--- src/rtl/cursor_ctrl.sv ---
// Paint-pipeline front end: synchronises and debounces the buttons, auto-repeats directions,
// owns cursor position/colour and issues pixel writes plus save/undo/redo pulses to the history buffer.
module cursor_ctrl #(
  parameter int DB_CYCLES     = 16,
  parameter int REPEAT_DELAY  = 2000,
  parameter int REPEAT_PERIOD = 500,
  parameter int X_MAX         = 159,
  parameter int Y_MAX         = 119,
  parameter int COLOR_RST     = 1
) (
  input  logic       clk,
  input  logic       rst_n,
  input  logic       btn_up,
  input  logic       btn_down,
  input  logic       btn_left,
  input  logic       btn_right,
  input  logic       btn_color,
  input  logic       btn_pen,
  input  logic       btn_undo,
  input  logic       btn_redo,
  input  logic       restore_valid,
  input  logic [7:0] x_rst,
  input  logic [7:0] y_rst,
  input  logic [2:0] color_rst,
  output logic [7:0] cursor_x,
  output logic [7:0] cursor_y,
  output logic [2:0] color,
  output logic       pixel_we,
  output logic       save,
  output logic       undo,
  output logic       redo
);

  localparam int DBW = $clog2(DB_CYCLES + 1);
  localparam int RPW = $clog2(REPEAT_DELAY + 1);
  localparam logic [DBW-1:0] DB_LAST   = DBW'(DB_CYCLES - 1);
  localparam logic [RPW-1:0] RP_LAST   = RPW'(REPEAT_DELAY - 1);
  localparam logic [RPW-1:0] RP_RELOAD = RPW'(REPEAT_DELAY - REPEAT_PERIOD);
  localparam logic [7:0]     XM        = 8'(X_MAX);
  localparam logic [7:0]     YM        = 8'(Y_MAX);
  localparam logic [2:0]     C_RST     = 3'(COLOR_RST);

  localparam int B_UP = 0, B_DOWN = 1, B_LEFT = 2, B_RIGHT = 3;
  localparam int B_COLOR = 4, B_PEN = 5, B_UNDO = 6, B_REDO = 7;

  localparam logic [1:0] S_IDLE  = 2'd0;
  localparam logic [1:0] S_WRITE = 2'd1;
  localparam logic [1:0] S_GAP   = 2'd2;
  localparam logic [1:0] S_WAIT  = 2'd3;

  logic [7:0]     raw, sync1, sync2, lvl, lvl_nxt, rise;
  logic [DBW-1:0] db_cnt [8];
  logic [DBW-1:0] db_cnt_nxt [8];
  logic [RPW-1:0] rpt_cnt;
  logic [3:0]     dir_lvl;
  logic           one_dir, rpt_fire;
  logic [7:0]     flag, flag_set, flag_clr;
  logic [1:0]     state, state_nxt, wait_cnt, wait_cnt_nxt;
  logic [7:0]     x_nxt, y_nxt, mv_x, mv_y;
  logic [2:0]     c_nxt;
  logic           we_nxt, save_nxt, undo_nxt, redo_nxt, moved;

  assign raw = {btn_redo, btn_undo, btn_pen, btn_color, btn_right, btn_left, btn_down, btn_up};

  // Debounce: a level flips on the DB_CYCLES-th consecutive synced sample that disagrees with it
  always_comb begin
    for (int i = 0; i < 8; i++) begin
      lvl_nxt[i]    = lvl[i];
      db_cnt_nxt[i] = '0;
      if (sync2[i] != lvl[i]) begin
        if (db_cnt[i] == DB_LAST) lvl_nxt[i] = ~lvl[i];
        else                      db_cnt_nxt[i] = db_cnt[i] + 1'b1;
      end
    end
  end

  assign rise = lvl_nxt & ~lvl;

  always_ff @(posedge clk or negedge rst_n) begin
    if (!rst_n) begin
      sync1 <= '0;
      sync2 <= '0;
      lvl   <= '0;
      for (int i = 0; i < 8; i++) db_cnt[i] <= '0;
    end else begin
      sync1 <= raw;
      sync2 <= sync1;
      lvl   <= lvl_nxt;
      for (int i = 0; i < 8; i++) db_cnt[i] <= db_cnt_nxt[i];
    end
  end

  // Auto-repeat: first re-trigger REPEAT_DELAY after the press, then every REPEAT_PERIOD
  assign dir_lvl  = lvl[3:0];
  assign one_dir  = $onehot(dir_lvl);
  assign rpt_fire = one_dir && (rpt_cnt == RP_LAST);

  always_ff @(posedge clk or negedge rst_n) begin
    if (!rst_n)              rpt_cnt <= '0;
    else if (dir_lvl == 4'b0) rpt_cnt <= '0;
    else if (one_dir)        rpt_cnt <= rpt_fire ? RP_RELOAD : rpt_cnt + 1'b1;
  end

  assign flag_set = rise | {4'b0, (rpt_fire ? dir_lvl : 4'b0)};

  // Opposing directions cancel; movement saturates at the legal edges
  always_comb begin
    mv_x = cursor_x;
    mv_y = cursor_y;
    if (flag[B_LEFT] && !flag[B_RIGHT] && cursor_x != 8'd0)    mv_x = cursor_x - 8'd1;
    else if (flag[B_RIGHT] && !flag[B_LEFT] && cursor_x < XM) mv_x = cursor_x + 8'd1;
    if (flag[B_UP] && !flag[B_DOWN] && cursor_y != 8'd0)       mv_y = cursor_y - 8'd1;
    else if (flag[B_DOWN] && !flag[B_UP] && cursor_y < YM)     mv_y = cursor_y + 8'd1;
    moved = (mv_x != cursor_x) || (mv_y != cursor_y);
  end

  always_comb begin
    state_nxt    = state;
    wait_cnt_nxt = '0;
    flag_clr     = '0;
    x_nxt        = cursor_x;
    y_nxt        = cursor_y;
    c_nxt        = color;
    we_nxt       = 1'b0;
    save_nxt     = 1'b0;
    undo_nxt     = 1'b0;
    redo_nxt     = 1'b0;
    case (state)
      S_IDLE: begin
        if (flag[B_UNDO]) begin
          undo_nxt         = 1'b1;
          flag_clr[B_UNDO] = 1'b1;
          state_nxt        = S_WAIT;
        end else if (flag[B_REDO]) begin
          redo_nxt         = 1'b1;
          flag_clr[B_REDO] = 1'b1;
          state_nxt        = S_WAIT;
        end else if (flag[B_COLOR]) begin
          c_nxt             = color + 3'd1;
          flag_clr[B_COLOR] = 1'b1;
        end else if (|flag[3:0]) begin
          x_nxt            = mv_x;
          y_nxt            = mv_y;
          flag_clr[3:0]    = 4'hF;
          flag_clr[B_PEN]  = 1'b1;
          if (lvl[B_PEN] && moved) state_nxt = S_WRITE;
        end else if (flag[B_PEN]) begin
          flag_clr[B_PEN] = 1'b1;
          state_nxt       = S_WRITE;
        end
      end
      S_WRITE: begin
        we_nxt    = 1'b1;
        save_nxt  = 1'b1;
        state_nxt = S_GAP;
      end
      S_GAP: state_nxt = S_IDLE;
      S_WAIT: begin
        if (restore_valid) begin
          x_nxt     = x_rst;
          y_nxt     = y_rst;
          c_nxt     = color_rst;
          state_nxt = S_GAP;
        end else if (wait_cnt == 2'd3) begin
          state_nxt = S_GAP;
        end else begin
          wait_cnt_nxt = wait_cnt + 2'd1;
        end
      end
      default: state_nxt = S_IDLE;
    endcase
  end

  // Registered state, cursor and pulse outputs
  always_ff @(posedge clk or negedge rst_n) begin
    if (!rst_n) begin
      state    <= S_IDLE;
      wait_cnt <= '0;
      flag     <= '0;
      cursor_x <= '0;
      cursor_y <= '0;
      color    <= C_RST;
      pixel_we <= 1'b0;
      save     <= 1'b0;
      undo     <= 1'b0;
      redo     <= 1'b0;
    end else begin
      state    <= state_nxt;
      wait_cnt <= wait_cnt_nxt;
      flag     <= (flag & ~flag_clr) | flag_set;
      cursor_x <= x_nxt;
      cursor_y <= y_nxt;
      color    <= c_nxt;
      pixel_we <= we_nxt;
      save     <= save_nxt;
      undo     <= undo_nxt;
      redo     <= redo_nxt;
    end
  end

endmodule
--- config.mk ---
export PLATFORM = sky130hd
export DESIGN_NAME = cursor_ctrl
export DESIGN_NICKNAME = d
export VERILOG_FILES = /design/src/rtl/cursor_ctrl.sv
export SDC_FILE = /design/constraint.sdc
export NUM_CORES = 1
export LEC_CHECK = 0
export ABC_AREA = 1
export CAP_MARGIN = 10
export CORE_ASPECT_RATIO = 1.75
export CORE_MARGIN = 2
export CORE_UTILIZATION = 52
export CTS_CLUSTER_DIAMETER = 30
export DETAILED_ROUTE_END_ITERATION = 16
export PLACE_DENSITY = 0.82
export REMOVE_ABC_BUFFERS = 1
export SLEW_MARGIN = 15
export SYNTH_ARGS = -nofsm -noshare
export SYNTH_HDL_FRONTEND = slang
export SYNTH_SLANG_ARGS = --single-unit
--- constraint.sdc ---
create_clock -name clk -period 2.1 [get_ports clk]
set_input_delay 0.21 -clock clk [delete_from_list [all_inputs] [get_ports clk]]
set_output_delay 0.21 -clock clk [all_outputs]
set_load 0.02 [all_outputs]
==> metrics.cfg, run 1 <==
[setup_path]
path_cells=inv_2 -> fa_1 -> inv_2 -> ha_4 -> ha_4 -> inv_2 -> nand2_2 -> nor2_1 -> nand2_1 -> inv_2 -> nor2_2 -> a22o_1
crit_path_end_kind=flop
crit_arrival_ns=2.42
timing.rr.start=lvl[1]
crit_buf_inv=4
crit_path_start_kind=flop
r2r_end=rpt_cnt[1]
required_ns=2.34
worst-r2r-cell-count=12
cpMostUsedCell=inv_2
max_stage_delay_ns=0.54
r2r_setup_slack_ns=-0.08
cp_slowest_cell=fa_1
crit_type=reg2reg
crit_fanout=4
crit_family=adder cells

[global_route]
grt.total_usage_pct=21.86
grt_start_max_net_pins=71
overflow=0
grt_pass1_vias=4777
antenna_found_initial=0
grt_pass1_wl_um=21190

[routing]
routed_wirelength_um=12780
ant_nets=0
drt_iter0_markers=272
dr.pass1.iters=5
num_vias=4758
drcViolationCount=0
vias_per_cell=5.310
routedWlPerCell_um=14.26

[placement]
port_buffers=52
place.gp.congestion=0.9900
dpl_worst_slack_ns=-0.1419
place.detailed.hpwl_um=8857
dpl-instance-area_sq_um=6426

[timing]
setup_viol=8
max_freq_mhz=459.3
maxSlewViolCount=0
hold_violations=0
fin_skew_ns=0.006561
finalCritPeriodShare_pct=103.7
tightest_slew_ns=0.5662
max_slew_margin_pct=62.11
rsz0062_at_grt=yes
worst_slack_ns=-0.07731
period_needed_ns=2.177

[status]
status=complete, but fails checks
violations=negative setup slack

[clock_tree]
cts_tree=yes
clkLatencyLatePin_ns=0.35
cts_buffers=9
cts-root-buf=clkbuf_16
cts_num_sinks=109
cts_buffer_depth=2
clk_pin_slew_ns=0.08
h-tree-depth=3

[logic_synthesis]
yosys.area.top_type=dfrtp_1
postSynthCellCount=685
syn_avg_cell_area_sq_um=8.273
syn-cell-area_sq_um=5667
synth_edf_count=0
synth_most_common_cell=nand2_1
async_reset_ff_share_pct=100.0
synthDistinctLibCells=36
ys_ff_latch=109
synth_commonest_cells=190 x nand2_1, 108 x dfrtp_1, 88 x nor2_1
yosysWarnings=0
yosysSeqAreaShare_pct=48.16
synth_area_leaders=dfrtp_1 48%, nand2_1 13%, nor2_1 5.8%
synth_top_area_share_pct=47.69
synthFlopType=dfrtp_1

[floorplan]
die_h_um=142.1
fp.dieW_um=82.91
die_area_sq_um=11780
io_pins=53
core.rowCount=50
start_util_pct=53.28
core_sq_um=10640

[final_layout]
final_nets=812
final_util_pct=64.55
drive_gt1_share_pct=15.14
syn_to_final_growth_pct=21.15
final_area_sq_um=6865
n_antenna_cell=0

[min_path]
min_to=sync1[3]
min_path_cells=1
worstHoldStart=btn_right
hp-class=in2reg

[pwr]
peakVddDrop_v=0.0008009
power_per_cell_area_nw_per_um2=989.6
total_leakage_power_nw=3.401

[run]
drv_cap=0

## layout by cell type, fill, tap and decap left out, types with 3 or more instances in the layout
cell type and instances:
a21oi_1 7, a21oi_2 4, buf_4 23, clkbuf_16 9, clkdlybuf4s50_1 51, clkinvlp_4 3, dfrtp_1 108, ha_1 18
inv_1 55, inv_2 16, nand2_1 188, nand2_2 11, nand3_1 35, nand4_1 8, nor2_1 86, nor2_2 13
nor2_4 5, nor3_1 14, o21ai_0 23, o21ai_1 10, o21ai_4 3, o221ai_2 4, o22ai_1 5, or2_2 10
xnor2_1 13, xor2_1 23
## cell type report
type | count | area, sq um
Fill cell | 813 | 3770
Inverter | 72 | 272.8
Clock buffer | 9 | 225.2
Clock inverter | 7 | 81.33
Tap cell | 130 | 162.7
Timing Repair Buffer | 77 | 733.2
Multi-Input combinational cell | 492 | 2661
Sequential cell | 109 | 2729
## power by group
| part | switching (mW) | total (mW) | internal [mW] |
|---|---|---|---|
| Sequential | 0.346 | 2.68 | 2.33 |
| Combinational | 1.41 | 2.36 | 0.956 |
| Clock | 0.809 | 1.75 | 0.942 |
## per-layer routing
metal	vias up	global-route usage (%)	share of wire [%]
li1	2314	-	-
met1	2285	23.77	37
met2	132	41.17	56
met3	27	3.306	3.8
met4	0	10.27	2.9
met5	-	0	0
## kinds of logic after synthesis
family	Yosys count	synth area share, %
and+or+nand+nor	373	28.31
adders and majority gates	21	4.769
AOI/OAI and AO/OA	61	6.757
buffers and inverters	84	6.249
DFF	109	48.16
muxes	1	0.1987
xor gates and xnor gates	36	5.564
## metrics by stage
| step | power (mW) | instances | TNS, ns | hold slack (ns) |
|---|---|---|---|---|
| 3_3_place_gp | 4.941 | 873 | -0.1349 | 0.1627 |
| 3_5_place_dp | 5.044 | 873 | -0.8657 | 0.1684 |
| 6_report | 6.794 | 896 | -0.3600 | 0.2916 |
| 5_1_grt | 7.189 | 896 | -1.649 | 0.2905 |
| 2_1_floorplan | 4.163 | 673 | -0.2313 | -0.08559 |
| 4_1_cts | 6.807 | 892 | -0.009283 | 0.2936 |
## what timing repair did
action                                 in CTS  in global routing
hold buffers                                1                  0
gates resized for setup                     9                 14
pin swaps                                   2                  2
endpoints found under the hold margin      24                  0
setup endpoints to repair                  14                 15
setup buffers                               2                  4
## state kept, by name, indices dropped and copies added, names as in the netlist
name	count
db_cnt	40
rpt_cnt	11
cursor_x	8
cursor_y	8
flag	8
lvl	8
sync1	8
sync2	8
color	3
state	2
wait_cnt	2
redo	1
save	1
undo	1
## worst max path at each step
| stage | endpoint | slack (ns) | cells after the start | startpoint |
|---|---|---|---|---|
| after global routing | rpt_cnt[5] | -0.19 | 12 | lvl[1] |
| after floorplan | rpt_cnt[1] | -0.12 | 12 | lvl[0] |
| final | rpt_cnt[1] | -0.08 | 12 | lvl[1] |
| after detailed placement | rpt_cnt[1] | -0.14 | 12 | lvl[0] |
| after CTS | rpt_cnt[8] | -0.006 | 11 | lvl[0] |
| after global placement | rpt_cnt[1] | -0.08 | 12 | lvl[0] |
Power figures use the tool's default switching activity.
==> run 2, diff against run 1 <==
- CELL_PAD_IN_SITES_DETAIL_PLACEMENT: not set -> 1
- CELL_PAD_IN_SITES_GLOBAL_PLACEMENT: not set -> 1
- CORE_UTILIZATION: 52 -> 39
- HOLD_SLACK_MARGIN: not set -> 0.08
==> run 2 against run 1 <==
The run still ends with negative setup slack left; clock skew up 0.0047 ns; design area rose by 0.64%; sequential power about the same; fmax rose by 2.2%; worst setup slack gained 0.046 ns; register-to-register slack better by 0.05 ns; critical endpoint is now rpt_cnt[5]; largest power group unchanged; highest routed layer unchanged.
==> metrics.cfg, run 2 (synthesized netlist as in run 1, its figures left out) <==
[placement]
place.detailed.hpwl_um=11270  ; +27%
dpl_worst_slack_ns=-0.2050  ; -0.06308 ns
dp_cells=924  ; +5.8%
place.gp.congestion=0.9259  ; -6.5%
port_buffers=52  ; unchanged
dpl-instance-area_sq_um=6496  ; +1.1%

[final_layout]
final_util_pct=48.33  ; -16 points
nFillCells=1726  ; +110%
largest-register=db_cnt
n_antenna_cell=0  ; unchanged
multi_input_area_sq_um=2670  ; +0.33%
drive_gt1_share_pct=15.07  ; -0.072 points
final_area_sq_um=6909  ; +0.64%
final_nets=809  ; -0.37%
largest_register_ffs=40  ; unchanged
syn_to_final_growth_pct=21.93
fin_cells=943  ; +5.2%
mostFrequentLayoutCell=nand2_1
largestRegisters=db_cnt (40), rpt_cnt (11)
regArea_sq_um=2729  ; unchanged
final_cell_mix=187 x nand2_1, 108 x dfrtp_1, 85 x nor2_1, 54 x inv_1, 51 x clkdlybuf4s50_1

[clock_tree]
cts-root-buf=clkbuf_16
h-tree-depth=3  ; unchanged
cts_tree=yes
cts_buffer_depth=2  ; unchanged
clkLatencyLatePin_ns=0.37  ; +0.02 ns
clk_pin_slew_ns=0.08  ; about the same
cts_num_sinks=109  ; unchanged
cts_buffers=9  ; unchanged

[status]
status=complete, but fails checks
violations=negative setup slack

[global_route]
grt_pass1_vias=5317  ; +11%
grt.met2_usage_pct=40.17  ; -1.0 points
grt_pass1_wl_um=24780  ; +17%
top_usage_layer=met2
grt_use_met3_pct=3.413  ; +0.11 points
grt.total_usage_pct=20.45  ; -1.4 points
grt_use_met1_pct=20.66  ; -3.1 points
grt_start_max_net_pins=47  ; -34%
overflow=0  ; unchanged
antenna_found_initial=0  ; unchanged

[floorplan]
fp.dieW_um=95.12  ; +15%
core.rowCount=58  ; +16%
core_sq_um=14300  ; +34%
io_pins=53  ; unchanged
die_area_sq_um=15550  ; +32%
start_util_pct=39.64  ; -14 points
die_h_um=163.5  ; +15%

[timing]
period_needed_ns=2.131  ; -0.04599 ns
tightest_slew_ns=0.6500  ; +0.08381 ns
setup_viol=3  ; -5
worst_slack_ns=-0.03132  ; +0.04599 ns
fin_skew_ns=0.01131  ; +0.004749 ns
hold_violations=0  ; unchanged
rsz0062_at_grt=yes
finalCritPeriodShare_pct=101.5  ; -2.2 points
fin_tns_setup_ns=-0.04530  ; +0.3147 ns
max_slew_margin_pct=56.67  ; -5.4 points
max_freq_mhz=469.2  ; +2.2%
maxSlewViolCount=0  ; unchanged
hold_ws_ns=0.2767  ; -0.01487 ns

[routing]
dr.pass1.iters=4  ; -1
routedWlPerCell_um=15.97  ; +12%
drcViolationCount=0  ; unchanged
drt_iter0_markers=168  ; -38%
num_vias=4815  ; +1.2%
routed_wirelength_um=15060  ; +18%
ant_nets=0  ; unchanged
vias_per_cell=5.106  ; -3.8%

[pwr]
total_leakage_power_nw=3.387  ; -0.40%
peakVddDrop_v=0.0004757  ; -41%
totalPowerFinal_mw=6.818  ; +0.35%
power_per_cell_area_nw_per_um2=986.8  ; -0.29%

[setup_path]
required_ns=2.35  ; about the same
crit_path_start_kind=flop
crit_arrival_ns=2.38  ; -0.04 ns
crit_path_end_kind=flop
crit_type=reg2reg
crit_fanout=3  ; -1

[run]
drv_cap=0  ; unchanged

[min_path]
hp-class=in2reg

run 2: changes by cell type in the layout (fill, tap and decap cells not counted), sizes merged:
cell,change
buf,-3
clkinvlp,-3
clkinv,+4
bufinv,-1
run 2: cell type report:
type | count | area share, %
inverters | 72 | 3.948
flip-flops and latches | 109 | 39.50
well taps | 180 | 3.260
clock buffers | 9 | 3.260
repair buffers | 74 | 10.29
clock inverters | 7 | 1.105
multi-input cells | 492 | 38.65
run 2: worst max-delay path, stage by stage (launching register included):
cell     delay, ns
dfrtp_1       0.37
inv_2         0.05
fa_1          0.54
inv_2         0.05
ha_4          0.15
ha_4          0.26
inv_2         0.04
nand2_2       0.07
nand2_1       0.11
buf_4         0.18
a21oi_1       0.14
a21oi_1       0.05
run 2: where the power goes:
part	total, mW	leakage (nW)	switching [mW]	internal (mW)
registers	2.69	1.43	0.363	2.33
logic	2.38	1.81	1.44	0.941
clock network	1.74	0.148	0.894	0.848
total	6.82	3.39	2.70	4.12
run 2: routing by layer:
metal / share of wire [%] / vias to the layer above
met3: 2.3 / 32
met2: 58 / 72
met5: 0 / -
met1: 37 / 2414
met4: 2.6 / 0
li1: - / 2297
run 2: final timing paths:
kind	from	end	slack, ns	cells past startpoint
worst max-delay path	lvl[0]	rpt_cnt[5]	-0.03	11
worst min-delay path	btn_undo	sync1[6]	0.28	1
worst max register to register	lvl[0]	rpt_cnt[5]	-0.03	11
worst min register to register	sync1[3]	sync2[3]	0.35	0
max in group asynchronous	rst_n	color[0]	1.02	3
min in group asynchronous	rst_n	sync1[3]	0.42	2
run 2: what timing repair did:
action                                  4_1_cts  5_1_grt
hold buffers                                  1        0
endpoints found under the hold margin        43        0
pin swaps                                     3        0
endpoints found under the setup margin       15       15
resized for setup                            16       11
setup buffers                                 1        1
